$ cat src/rtl/color_evaluator_pkg.sv
// color_evaluator_pkg: shared colour encoding and evaluator FSM states
package color_evaluator_pkg;
  typedef enum logic [1:0] {
    COL_GREY   = 2'b00,
    COL_YELLOW = 2'b01,
    COL_GREEN  = 2'b10,
    COL_BLANK  = 2'b11
  } color_t;
  typedef enum logic [1:0] {S_IDLE, S_CAPTURE, S_EVAL, S_DONE} eval_state_t;
  localparam int N_POS = 5;
  localparam logic [9:0] ALL_BLANK = 10'h3FF;
  function automatic logic [2:0] popcount5(input logic [4:0] m);
    return 3'(m[0]) + 3'(m[1]) + 3'(m[2]) + 3'(m[3]) + 3'(m[4]);
  endfunction
endpackage

$ cat src/rtl/color_evaluator_if.sv
// color_evaluator_if: request/result bundle between game controller and colour evaluator
interface color_evaluator_if;
  logic        start;
  logic [2:0]  guess_index;
  logic [2:0]  word_index;
  logic [24:0] cross_match_matrix;
  logic [24:0] self_match_matrix;
  logic        busy;
  logic        done;
  logic [9:0]  colors;
  logic        win;
  modport master (
    output start, guess_index, cross_match_matrix, self_match_matrix,
    input  word_index, busy, done, colors, win
  );
  modport slave (
    input  start, guess_index, cross_match_matrix, self_match_matrix,
    output word_index, busy, done, colors, win
  );
endinterface

$ cat src/rtl/color_evaluator_match_counter.sv
// match_counter: population count of a 5-bit match mask
module match_counter
  import color_evaluator_pkg::*;
(
  input  logic [4:0] mask,
  output logic [2:0] count
);
  assign count = popcount5(mask);
endmodule

$ cat src/rtl/color_evaluator.sv
// color_evaluator: resolves grey/yellow/green for one guess row, one position per cycle
module color_evaluator
  import color_evaluator_pkg::*;
(
  input logic clk,
  input logic rst,
  color_evaluator_if.slave bus
);
  eval_state_t state_q, state_d;
  logic [2:0]  cnt_q, cnt_d, word_index_q, word_index_d;
  logic [24:0] cross_q, cross_d, self_q, self_d;
  logic [4:0]  g_q, g_d, diag, cross_row, self_row, lower;
  logic [9:0]  colors_q, colors_d;
  logic        win_q, win_d, accept;
  logic [2:0]  avail, used;
  color_t      pos_color;
  match_counter u_avail (.mask(cross_row & ~g_q), .count(avail));
  match_counter u_used  (.mask(self_row & ~g_q & lower), .count(used));
  // row of the stored matrices for the position under evaluation, and the k<i mask
  always_comb begin
    cross_row = 5'(cross_q >> (5 * cnt_q));
    self_row  = 5'(self_q >> (5 * cnt_q));
    lower     = (5'd1 << cnt_q) - 5'd1;
    accept    = bus.start && bus.guess_index != 3'd0 && bus.guess_index != 3'd7;
    pos_color = g_q[cnt_q] ? COL_GREEN : (used < avail ? COL_YELLOW : COL_GREY);
    for (int i = 0; i < N_POS; i++) diag[i] = bus.cross_match_matrix[6*i];
  end
  // next-state and datapath updates
  always_comb begin
    state_d      = state_q;
    cnt_d        = cnt_q;
    word_index_d = word_index_q;
    cross_d      = cross_q;
    self_d       = self_q;
    g_d          = g_q;
    colors_d     = colors_q;
    win_d        = win_q;
    case (state_q)
      S_IDLE: if (accept) begin
        state_d      = S_CAPTURE;
        word_index_d = bus.guess_index;
        colors_d     = ALL_BLANK;
        win_d        = 1'b0;
      end
      S_CAPTURE: begin
        state_d = S_EVAL;
        cross_d = bus.cross_match_matrix;
        self_d  = bus.self_match_matrix;
        g_d     = diag;
        cnt_d   = 3'd0;
      end
      S_EVAL: begin
        for (int i = 0; i < N_POS; i++) if (cnt_q == 3'(i)) colors_d[2*i +: 2] = pos_color;
        if (cnt_q == 3'd4) begin
          state_d = S_DONE;
          win_d   = &g_q;
        end else cnt_d = cnt_q + 3'd1;
      end
      S_DONE: begin
        state_d = S_IDLE;
        cnt_d   = 3'd0;
      end
      default: state_d = S_IDLE;
    endcase
  end
  // state registers, asynchronous reset aborts any evaluation in flight
  always_ff @(posedge clk or posedge rst) begin
    if (rst) begin
      state_q      <= S_IDLE;
      cnt_q        <= 3'd0;
      word_index_q <= 3'd0;
      cross_q      <= '0;
      self_q       <= '0;
      g_q          <= '0;
      colors_q     <= ALL_BLANK;
      win_q        <= 1'b0;
    end else begin
      state_q      <= state_d;
      cnt_q        <= cnt_d;
      word_index_q <= word_index_d;
      cross_q      <= cross_d;
      self_q       <= self_d;
      g_q          <= g_d;
      colors_q     <= colors_d;
      win_q        <= win_d;
    end
  end
  assign bus.busy       = state_q != S_IDLE;
  assign bus.done       = state_q == S_DONE;
  assign bus.word_index = word_index_q;
  assign bus.colors     = colors_q;
  assign bus.win        = win_q;
endmodule

$ cat src/flat_wrapper.sv
// flat-port wrapper written by rule: the top's interface ports become plain ports
module color_evaluator_flat import color_evaluator_pkg::*;
  (clk, rst, bus_start, bus_guess_index, bus_cross_match_matrix, bus_self_match_matrix, bus_word_index, bus_busy, bus_done, bus_colors, bus_win);
  color_evaluator_if bus_i ();
  input logic clk;
  input logic rst;
  input wire logic [$bits(bus_i.start)-1:0] bus_start;
  input wire logic [$bits(bus_i.guess_index)-1:0] bus_guess_index;
  input wire logic [$bits(bus_i.cross_match_matrix)-1:0] bus_cross_match_matrix;
  input wire logic [$bits(bus_i.self_match_matrix)-1:0] bus_self_match_matrix;
  output wire logic [$bits(bus_i.word_index)-1:0] bus_word_index;
  output wire logic [$bits(bus_i.busy)-1:0] bus_busy;
  output wire logic [$bits(bus_i.done)-1:0] bus_done;
  output wire logic [$bits(bus_i.colors)-1:0] bus_colors;
  output wire logic [$bits(bus_i.win)-1:0] bus_win;
  assign bus_i.start = bus_start;
  assign bus_i.guess_index = bus_guess_index;
  assign bus_i.cross_match_matrix = bus_cross_match_matrix;
  assign bus_i.self_match_matrix = bus_self_match_matrix;
  assign bus_word_index = bus_i.word_index;
  assign bus_busy = bus_i.busy;
  assign bus_done = bus_i.done;
  assign bus_colors = bus_i.colors;
  assign bus_win = bus_i.win;
  color_evaluator u_core (.clk(clk), .rst(rst), .bus(bus_i));
endmodule
$ cat config.mk
export PLATFORM = sky130hd
export DESIGN_NAME = color_evaluator_flat
export DESIGN_NICKNAME = d
export VERILOG_FILES = /design/src/rtl/color_evaluator_pkg.sv /design/src/rtl/color_evaluator_if.sv /design/src/rtl/color_evaluator_match_counter.sv /design/src/rtl/color_evaluator.sv /design/src/flat_wrapper.sv
export SDC_FILE = /design/constraint.sdc
export NUM_CORES = 1
export LEC_CHECK = 0
export BUFFER_PORTS_ARGS = -buffer_cell sky130_fd_sc_hd__buf_2
export CORE_AREA = 2 2 84 86
export CTS_BUF_LIST = sky130_fd_sc_hd__clkbuf_4
export CTS_CLUSTER_DIAMETER = 50
export DETAILED_ROUTE_END_ITERATION = 8
export DIE_AREA = 0 0 86 88
export PLACE_DENSITY_LB_ADDON = 0.2
export RECOVER_POWER = 100
export SLEW_MARGIN = 20
export SYNTH_ARGS = -nofsm -noshare
export SYNTH_HDL_FRONTEND = slang
export SYNTH_SLANG_ARGS = --single-unit
$ cat constraint.sdc
create_clock -name clk -period 13 [get_ports clk]
set_clock_uncertainty 0.1 [all_clocks]
set_input_delay 0 -clock clk [delete_from_list [all_inputs] [get_ports clk]]
set_output_delay 0 -clock clk [all_outputs]
set_load 0.01 [all_outputs]
* Word level (Yosys, flattened, before mapping) *
Index checks and enable logic that the tools add are counted.

word-level totals
  flip-flop bits (word level) = 74
  output and inout bits = 16
  input bits = 56
  word-level logic and storage cells = 84

cells by class
  bitwise gates (word level) = 4
  $mul = 1
  order comparisons = 2
  equality and inequality tests = 15
  multiplexer cells = 19
  shifts and indexed selects = 3
  reductions and logical operators = 18
  $add $sub $neg = 10

operator list
  cell                                                                     count
  25-bit by 6-bit right shift with 5-bit output                            2
  10-bit case mux with 2 select lines                                      1
  3-bit by 1-bit adder with 3-bit output                                   6
  2-bit 2-to-1 mux                                                         8
  5-bit bitwise AND                                                        3
  3-bit AND reduction                                                      5
  2-bit by 1-bit inequality test with 1-bit output, second input constant  6
  10-bit 2-to-1 mux                                                        1
  2-bit case mux with 4 select lines                                       1
  3-bit by 2-bit == test with 1-bit output, second input constant          2
  3-bit by 3-bit multiplier with 6-bit output, first input constant        1
  3-bit case mux with 2 select lines                                       1
  2-bit AND reduction                                                      3
  2-bit nonzero test                                                       3
  5-bit NOT                                                                1
  5-bit AND reduction                                                      1
  1-bit by 3-bit << shifter with 5-bit output, first input constant        1
  5-bit by 1-bit subtractor with 5-bit output, second input constant       1
  1-bit by 1-bit adder with 2-bit output                                   2
  2-bit == test, second input constant                                     2
  3-bit by 4-bit < comparator with 1-bit output, second input constant     1
  1-bit 2-to-1 mux                                                         4
  3-bit by 1-bit adder with 3-bit output, second input constant            1
  1-bit binary-select mux with 3-bit select                                1
  13 further kinds                                                         14

* Longest topological paths before layout *
Gate-level depths: netlist of the first run.

  depth after elaboration = 13
  gate-level depth with buffers = 20
  mapped depth without buffers = 18

* By module *
Synthesis of the first run repeated with hierarchy kept, for this count alone.

second synthesis, totals
  cells, all modules = 285
  area, all modules = 3668.5 sq um

by module, submodules not included
  module           cells an instance  seq. area each (sq um)  times used  area each (sq um)
  color_evaluator  269                1739.2                  1           3525.9
  match_counter    8                  0.0                     2           71.3

* Worst setup path after synthesis of the first run *
Ideal clock, no wire load.

  path type = flip-flop to flip-flop
  start = register u_core.cnt_q[1]
  end = register u_core.colors_q[0], in the netlist u_core.bus.colors[0]
  data required time = 12.823 ns
  library setup time = 0.077 ns
  arrival time = 4.101 ns
  path slack = 8.722 ns
  stages on the path, launching flop included = 20
  clock period less this slack = 4.278 ns
  buffers on the path = 2
  path through = dfrtp_1 -> buf_6 -> clkbuf_1 -> inv_1 -> ha_1 -> nor2b_1 -> inv_1 -> ha_1 -> nor3_1 -> ha_1 -> inv_1 -> fa_1 -> inv_1 -> ha_1 -> fa_1 -> ha_1 -> nand2_1 -> o21ai_0 -> o31a_1 -> a31oi_1

between the ends
  word-level cells in the longest chain between the ends = 13
  elaborated cells on any way between the ends = 26
  classes of those cells = add/sub (9); mul (1); order compare (1); eq/ne (1); shift (3); mux (6); bitwise (3); reduce/logical (2)

ends and longest elaborated chain
  what                                                  RTL line                                      source
  start, declared                                       color_evaluator.sv:10                         logic [2:0] cnt_q, cnt_d, word_index_q, word_index_d;
  start signal, assigned                                color_evaluator.sv:79                         cnt_q <= cnt_d;
  3-bit by 3-bit multiplier with 6-bit output           color_evaluator.sv:21, color_evaluator.sv:22
  25-bit by 6-bit right shift with 5-bit output         color_evaluator.sv:22                         self_row = 5'(self_q >> (5 * cnt_q));
  5-bit bitwise AND (2 in series)                       color_evaluator.sv:18                         match_counter u_used (.mask(self_row & ~g_q & lower), .count(used));
  1-bit by 1-bit adder with 2-bit output                color_evaluator_pkg.sv:13                     return 3'(m[0]) + 3'(m[1]) + 3'(m[2]) + 3'(m[3]) + 3'(m[4]);
  3-bit by 1-bit adder with 3-bit output (3 in series)  color_evaluator_pkg.sv:13
  3-bit < comparator                                    color_evaluator.sv:25                         pos_color = g_q[cnt_q] ? COL_GREEN : (used < avail ? COL_YELLOW : COL_GREY);
  1-bit 2-to-1 mux                                      color_evaluator.sv:25
  2-bit 2-to-1 mux                                      color_evaluator.sv:25
  2-bit 2-to-1 mux                                      color_evaluator.sv:53                         for (int i = 0; i < N_POS; i++) if (cnt_q == 3'(i)) colors_d[2*i +: 2] = pos_color;
  10-bit case mux with 2 select lines                   color_evaluator.sv:38                         case (state_q)
  end signal, assigned                                  color_evaluator.sv:84                         colors_q <= colors_d;
  end, declared                                         color_evaluator.sv:13                         logic [9:0] colors_q, colors_d;

Parallel ways exist; a longest one is shown, timed or not. The select of a mux whose other input is x is not followed.
A chain may end at the register's enable or synchronous reset.

* Final worst setup path of the first run *
  start = register u_core.cnt_q[0]
  end = register u_core.colors_q[0], in the netlist u_core.bus.colors[0]

Same word-level chain as after synthesis.

==> results of run 1 <==
## power by group through the flow
stage | Clock [mW] | Sequential [mW] | Combinational [mW]
after floorplan | 0 | 0.374 | 0.474
after global placement | 0 | 0.409 | 0.555
after detailed placement | 0 | 0.412 | 0.574
after CTS | 0.155 | 0.407 | 0.599
after global routing | 0.164 | 0.421 | 0.671
final | 0.152 | 0.408 | 0.601
## worst max-delay path, cell delays in order, from the launching register on
cell and delay, ns:
sky130_fd_sc_hd__dfrtp_1 0.92, sky130_fd_sc_hd__inv_1 0.23, sky130_fd_sc_hd__ha_1 0.34, sky130_fd_sc_hd__nor2b_1 0.19, sky130_fd_sc_hd__inv_1 0.11, sky130_fd_sc_hd__ha_1 0.19, sky130_fd_sc_hd__nand2b_1 0.10, sky130_fd_sc_hd__xnor2_1 0.15
sky130_fd_sc_hd__and4b_1 0.20, sky130_fd_sc_hd__a31oi_1 0.06, sky130_fd_sc_hd__fa_1 0.49, sky130_fd_sc_hd__inv_1 0.04, sky130_fd_sc_hd__ha_1 0.19, sky130_fd_sc_hd__fa_1 0.37, sky130_fd_sc_hd__ha_1 0.30, sky130_fd_sc_hd__a21oi_1 0.12
sky130_fd_sc_hd__o21ai_0 0.16, sky130_fd_sc_hd__o31a_1 0.35, sky130_fd_sc_hd__a31oi_1 0.21
## through the flow
stage | instances | cell area, sq um | setup slack, ns | power [mW] | util
floorplan | 294 | 3630 | 8.722 | 0.8479 | -
global placement | 433 | 4038 | 8.250 | 0.9635 | 0.6077
detailed placement | 433 | 4038 | 8.170 | 0.9862 | 0.6077
CTS | 506 | 4770 | 8.130 | 1.162 | 0.7179
global route | 506 | 4742 | 7.732 | 1.257 | 0.7137
finish | 506 | 4742 | 8.139 | 1.161 | 0.7137
## worst max-delay path by stage
stage                                      end  slack [ns]  depth (start not counted)
after detailed placement  u_core.bus.colors[0]        8.17                         17
after global placement    u_core.bus.colors[2]        8.25                         18
after CTS                 u_core.bus.colors[0]        8.13                         18
after global routing      u_core.bus.colors[0]        7.73                         18
final                     u_core.bus.colors[0]        8.14                         18
after floorplan           u_core.bus.colors[0]        8.72                         19
## flip-flops by register name (all words and copies together), names as in the netlist
| signal | count |
|---|---|
| u_core.bus.colors | 10 |
| u_core.bus.word_index | 3 |
| u_core.cross_q | 20 |
| u_core.state_q | 2 |
| u_core.bus.win | 1 |
| u_core.g_q | 5 |
| u_core.cnt_q | 3 |
| u_core.self_q | 25 |
## kinds of logic after synthesis
logic type	after synthesis
compound gates	54
flops	69
fa+ha+maj	20
mux	63
xor+xnor	4
simple gates	51
buf+inv	33
## per-layer routing
metal  GRT usage  up-vias
li1            -     1336
met1      0.2988     1353
met2      0.3700       75
met3     0.05372       13
met4      0.1025        0
met5           0        -
## cells in the final DEF, fill, tap and decap left out, types with 3 or more instances in the layout
master                          count
sky130_fd_sc_hd__xnor2_1            4
sky130_fd_sc_hd__dfstp_2            7
sky130_fd_sc_hd__o22ai_1            4
sky130_fd_sc_hd__dfstp_1            3
sky130_fd_sc_hd__mux2i_1            4
sky130_fd_sc_hd__mux4_2             8
sky130_fd_sc_hd__nor2_1             9
sky130_fd_sc_hd__o32ai_1            3
sky130_fd_sc_hd__mux2_2            50
sky130_fd_sc_hd__fa_1               4
sky130_fd_sc_hd__o21ai_0            7
sky130_fd_sc_hd__nand3_1            4
sky130_fd_sc_hd__a31oi_1            5
sky130_fd_sc_hd__a22oi_1            6
sky130_fd_sc_hd__a21oi_1           11
sky130_fd_sc_hd__o22a_1             6
sky130_fd_sc_hd__nor2b_1            5
sky130_fd_sc_hd__buf_2             58
sky130_fd_sc_hd__dfrtp_1           59
sky130_fd_sc_hd__ha_1              16
sky130_fd_sc_hd__inv_1             18
sky130_fd_sc_hd__nor3_1             6
sky130_fd_sc_hd__clkbuf_1          15
sky130_fd_sc_hd__clkbuf_4          10
sky130_fd_sc_hd__nand2_1           13
sky130_fd_sc_hd__dlygate4sd3_1     58
sky130_fd_sc_hd__nand2b_1           4
## layout make-up
type,count,area share
well taps,80,0.02111
inverters,19,0.01504
multi-input cells,192,0.3697
repair buffers,131,0.1955
clock inverters,5,0.01609
flip-flops and latches,69,0.3668
clock buffers,10,0.01583
==> parameters.txt, run 1 <==
Parameter                              Value

Synth
  Area of the mapped netlist ... 0.003630 sq mm
  Post-synth EDFFs ... 0
  Complex-gate fraction of the synthesized area ... 0.1027
  Mux cell area share after synthesis ... 0.2199
  Cells taking the most area after synthesis ... sky130_fd_sc_hd__dfrtp_1 (41%), sky130_fd_sc_hd__mux2_2 (16%), sky130_fd_sc_hd__dfstp_2 (7.2%)
  Prevailing post-synth register cell ... sky130_fd_sc_hd__dfrtp_1
  Adder and majority cell fraction of the synthesized area ... 0.07721
  #FFs+latches synth ... 69
  Net Count, Synth ... 370
  Fraction of synthesis flops using an asynchronous set or reset pin ... 1.000
  Mean area per synthesized cell ... 12.35 sq um
  Gate count after technology mapping ... 294
  Simple logic cell fraction of the synthesized area ... 0.07377
  Share of synthesized area occupied by flip-flops and latches ... 0.4791
  Total number of yosys warnings ... 0
  Synth top area share ... 0.4068
  Top post-synthesis cells by count ... sky130_fd_sc_hd__dfrtp_1 (59), sky130_fd_sc_hd__mux2_2 (50), sky130_fd_sc_hd__inv_1 (18), sky130_fd_sc_hd__ha_1 (16), sky130_fd_sc_hd__nand2_1 (13)
  Largest family of logic cells by synthesized area ... multiplexers
  Most frequent cell after synthesis ... sky130_fd_sc_hd__dfrtp_1
  Count of distinct cell types in the synthesized netlist ... 46
  Library cell occupying the most area in the post-synthesis netlist ... sky130_fd_sc_hd__dfrtp_1
  Xor and xnor area share after synthesis ... 0.009652

Worst setup path
  Biggest fanout along the worst timing path ... 19
  Crit start category ... register
  Endpoint required time on the critical path ... 13.24 ns
  Worst setup slack for register-to-register paths ... 8.14 ns
  Setup CP Type ... reg -> reg
  Crit end category ... register
  Startpoint of the worst register-to-register path ... u_core.cnt_q[0]
  Start point of the critical path ... u_core.cnt_q[0]
  Depth of the most critical reg-to-reg path ... 18
  Reg-to-reg critical path endpoint ... u_core.bus.colors[0]
  Worst endpoint data arrival time ... 5.10 ns

Route
  WL met2 ... 3955 um
  Wire per inst ... 15.98 um
  Metal3 WL ... 374 um
  Sum of routed wire segments on met1 ... 3602 um
  Top Layer Used ... met4
  DR iter-0 viols ... 219
  Count of antenna-violating nets left after detailed routing ... 0
  Initial DRT Pass Iterations ... 5
  Detailed-route vias per instance ... 5.488
  Overall routed net length ... 8086 um
  Final routed DRC violation total ... 0
  Detailed-route via count ... 2777

Timing
  Final Hold Fails ... 0
  Final Hold Slack ... 0.1729 ns
  Max-slew violation total from the final report ... 124
  Period Utilization, post-route ... 0.3739
  Max_slew headroom ... -1.375
  Peak Freq ... 205.7 MHz
  Unrepaired setup endpoints after global routing ... no
  Slew at the pin with the worst max-slew slack ... 3.563 ns
  Setup Viol. Count Final ... 0
  Post-Route Setup TNS ... 0 ns
  Min cycle time layout ... 4.861 ns

Global routing
  Vias in the first global route ... 2847
  Antenna violations before repair ... 0
  First-pass GRT wire length ... 13210 um
  Grt ovf ... 0
  Pin count of the biggest net entering global routing ... 70
  Global router's overall resource usage ... 0.2298

Floorplanning
  Die H ... 88 um
  Number of placement rows ... 30
  Initial Utilization ... 0.5463
  Number of primary I/O pins ... 72
  Area of the placeable core ... 0.006644 sq mm
  DIE WIDTH ... 86 um
  Die area ... 0.007568 sq mm

Finish
  Synth-to-Final Area Change ... 30.64%
  Flip-flop and latch area ... 0.001739 sq mm
  Layout Nets ... 498
  Layout cell share with drive strength beyond 1 ... 0.3286
  Fill count ... 492
  Multi-input combinational cell area ... 0.001753 sq mm
  Antenna diode instance count ... 0

Clocking
  Number of buffers on the longest clock path ... 2
  Cell at the root of the clock tree ... sky130_fd_sc_hd__clkbuf_4
  Clock transition at the registers of the reported paths ... 0.10 ns
  Number of buffers added by the clock tree synthesis step ... 9
  CTS Sinks ... 69
  Setup fix buffers added after clock tree synthesis ... 0
  Clock latency of the later-clocked register in the worst-skew pair ... 0.42 ns
  Maximum level of the CTS H-tree ... 3
  TritonCTS clock tree ... done
  Number of hold buffers added after CTS ... 58
  Count of cells resized by post-cts repair ... 0

Power and ir drop
  Sequential cell fraction of total power ... 0.351
  Net switching power ... 0.4467 mW
  Portion of total power attributed to combinational logic ... 0.518
  Portion of total power attributed to the clock network ... 0.131
  Leak pwr ... 2.068 nW
  Power per cell area ... 244.9 mW/mm^2
  Worst IR Drop VDD ... 0.1240 mV
  Sw Share ... 0.3847
  Cell Int Power ... 0.7144 mW

Placed design
  Number of buffers added on ports ... 71
  Global placer's final weighted congestion ... 0.8700
  HPWL Detailed ... 5182 um

Min path
  Worst-case hold path end point ... u_core.bus.colors[5]
  Worst min-delay path category ... in -> reg
  Number of instances on the worst hold path ... 5
  Hold wc startpoint ... bus_start

Flow run
  Max-cap violations ... 2

Outcome
  Failing checks ... max-capacitance violations, max-slew violations
  Status ... finished, violations left
(Power assumes the default switching activity.)
==> run 2: changes to the inputs <==
clock period = 4.6 ns   (was 13 ns; I/O delays follow)
==> run 2 against run 1 <==
The flow still finishes with violations (max-capacitance violations, max-slew violations); final cell count up 1.4%; worst hold slack gained 0.0054 ns; total power increased to 2.9 times the previous value; clock-buffer cell count stayed put; critical path type unchanged; largest power group unchanged.
==> parameters.txt, run 2 (synthesis gave the netlist of run 1 again) <==
Parameter                              Value

Outcome
  Status ... finished, violations left
  Failing checks ... max-capacitance violations, max-slew violations

Timing
  Period Utilization, post-route ... 0.9349
  Max-slew violation total from the final report ... 124
  Peak Freq ... 232.5 MHz
  Unrepaired setup endpoints after global routing ... no
  Min cycle time layout ... 4.301 ns
  Setup Viol. Count Final ... 0
  Worst path setup slack after routing ... 0.2995 ns
  Slew at the pin with the worst max-slew slack ... 3.515 ns
  Post-Route Setup TNS ... 0 ns
  Max_slew headroom ... -1.343
  Final Hold Fails ... 0

Route
  Final routed DRC violation total ... 0
  Wire per inst ... 16.81 um
  Detailed-route vias per instance ... 5.598
  Initial DRT Pass Iterations ... 4
  Detailed-route via count ... 2872
  DR iter-0 viols ... 149
  Overall routed net length ... 8621 um
  Count of antenna-violating nets left after detailed routing ... 0

Global routing
  First-pass GRT wire length ... 14330 um
  Pin count of the biggest net entering global routing ... 70
  Antenna violations before repair ... 0
  Vias in the first global route ... 2934
  Global router's overall resource usage ... 0.2513
  Grt ovf ... 0

Placed design
  Area after DPL ... 0.004083 sq mm
  Global placer's final weighted congestion ... 0.8424
  HPWL Detailed ... 5383 um
  Number of buffers added on ports ... 71
  Worst-case setup slack after placement ... 0.3421 ns

Floorplanning
  Number of primary I/O pins ... 72
  Die H ... 88 um
  Number of placement rows ... 30
  Die area ... 0.007568 sq mm
  Area of the placeable core ... 0.006644 sq mm
  DIE WIDTH ... 86 um
  Initial Utilization ... 0.5463

Finish
  Synth-to-Final Area Change ... 32.23%
  Antenna diode instance count ... 0
  Final Util ... 0.7224
  Layout cell share with drive strength beyond 1 ... 0.3395
  Leading cell types in the layout, fill and taps excluded ... sky130_fd_sc_hd__dfrtp_1 (59), sky130_fd_sc_hd__dlygate4sd3_1 (58), sky130_fd_sc_hd__buf_2 (58)
  Post-route cell area ... 0.004800 sq mm
  Register with the most flip-flops ... u_core.self_q
  Flip-flop count of the largest register after layout ... 25
  Most common library cell in the layout ignoring fill and taps ... sky130_fd_sc_hd__dfrtp_1
  Layout Nets ... 504
  Fill count ... 477

Worst setup path
  Biggest fanout along the worst timing path ... 8
  Setup CP Type ... reg -> reg
  Crit start category ... register
  Crit end category ... register
  Endpoint required time on the critical path ... 4.87 ns
  Worst endpoint data arrival time ... 4.57 ns

Power and ir drop
  Power per cell area ... 701.5 mW/mm^2
  Portion of total power attributed to combinational logic ... 0.532
  Sw Share ... 0.3923
  Worst IR Drop VDD ... 0.3997 mV
  Cell Int Power ... 2.046 mW
  Portion of total power attributed to the clock network ... 0.134
  Net switching power ... 1.321 mW
  Leak pwr ... 2.102 nW
  Sequential cell fraction of total power ... 0.333

Clocking
  TritonCTS clock tree ... done
  Clock transition at the registers of the reported paths ... 0.11 ns
  Number of buffers on the longest clock path ... 2
  Clock latency of the later-clocked register in the worst-skew pair ... 0.42 ns
  Number of buffers added by the clock tree synthesis step ... 9
  Cell at the root of the clock tree ... sky130_fd_sc_hd__clkbuf_4
  CTS Sinks ... 69
  Maximum level of the CTS H-tree ... 3

Min path
  Worst min-delay path category ... in -> reg

Flow run
  Max-cap violations ... 2
-- run 2: changes by cell type in the layout (fill, tap and decap cells not counted), sizes merged --
cell      delta
clkinvlp     +3
clkinv       -2
buf          +6
-- run 2: stage by stage --
step | std cells | power (mW) | hold WS, ns
6_report | 513 | 3.367 | 0.1783
5_1_grt | 513 | 3.647 | 0.1838
3_3_place_gp | 439 | 2.766 | 0.1312
4_1_cts | 513 | 3.339 | 0.1430
2_1_floorplan | 294 | 2.396 | -0.01332
3_5_place_dp | 439 | 2.828 | 0.1352
-- run 2: final timing paths --
kind / end / slack (ns) / cells after the start / from
worst max-delay path: u_core.bus.colors[2] / 0.30 / 18 / u_core.cnt_q[1]
max in group asynchronous: u_core.bus.word_index[0] / 1.06 / 4 / rst
worst max register to register: u_core.bus.colors[2] / 0.30 / 18 / u_core.cnt_q[1]
min in group asynchronous: u_core.self_q[13] / 1.36 / 4 / rst
worst min-delay path: u_core.bus.colors[4] / 0.18 / 5 / bus_start
worst min register to register: u_core.self_q[16] / 0.41 / 1 / u_core.self_q[16]
-- run 2: area by class of cell --
class / count / area (sq um) / area share
multi-input combinational: 192 / 1754 / 0.3655
clock inverter: 6 / 87.58 / 0.01825
inverter: 19 / 71.32 / 0.01486
tap: 80 / 100.1 / 0.02086
clock buffer: 10 / 75.07 / 0.01564
timing repair buffer: 137 / 972.2 / 0.2026
sequential: 69 / 1739 / 0.3624
-- run 2: layer usage --
layer  track usage  vias to the layer above  part of all wire
met3       0.04618                       24             0.046
met1        0.3189                     1413              0.42
met2        0.4257                       90              0.50
li1              -                     1345                 -
met4        0.1068                        0             0.028
met5             0                        -                 0
-- run 2: power groups by stage --
stage | Combinational, mW | Sequential, mW | Clock, mW
5_1_grt | 2.00 | 1.15 | 0.490
6_report | 1.79 | 1.12 | 0.453
3_3_place_gp | 1.66 | 1.11 | 0
3_5_place_dp | 1.70 | 1.12 | 0
4_1_cts | 1.77 | 1.11 | 0.457
2_1_floorplan | 1.34 | 1.06 | 0
-- run 2: worst max-delay path, stage by stage (launching register included) --
cell and delay, ns:
sky130_fd_sc_hd__dfrtp_1 0.53, sky130_fd_sc_hd__inv_1 0.19, sky130_fd_sc_hd__ha_1 0.18, sky130_fd_sc_hd__nor2b_1 0.21
sky130_fd_sc_hd__inv_1 0.08, sky130_fd_sc_hd__ha_1 0.23, sky130_fd_sc_hd__nand2b_1 0.13, sky130_fd_sc_hd__xnor2_1 0.13
sky130_fd_sc_hd__and4b_1 0.20, sky130_fd_sc_hd__a31oi_1 0.05, sky130_fd_sc_hd__fa_1 0.49, sky130_fd_sc_hd__inv_1 0.04
sky130_fd_sc_hd__ha_1 0.20, sky130_fd_sc_hd__fa_1 0.38, sky130_fd_sc_hd__ha_1 0.30, sky130_fd_sc_hd__a21oi_1 0.11
sky130_fd_sc_hd__o21ai_0 0.15, sky130_fd_sc_hd__o31ai_1 0.34, sky130_fd_sc_hd__o22a_1 0.20
-- run 2: timing repair --
item	4_1_cts	5_1_grt
buffers inserted	0	0
hold endpoints to repair	112	0
hold buffers	58	0
gates resized for setup	0	0
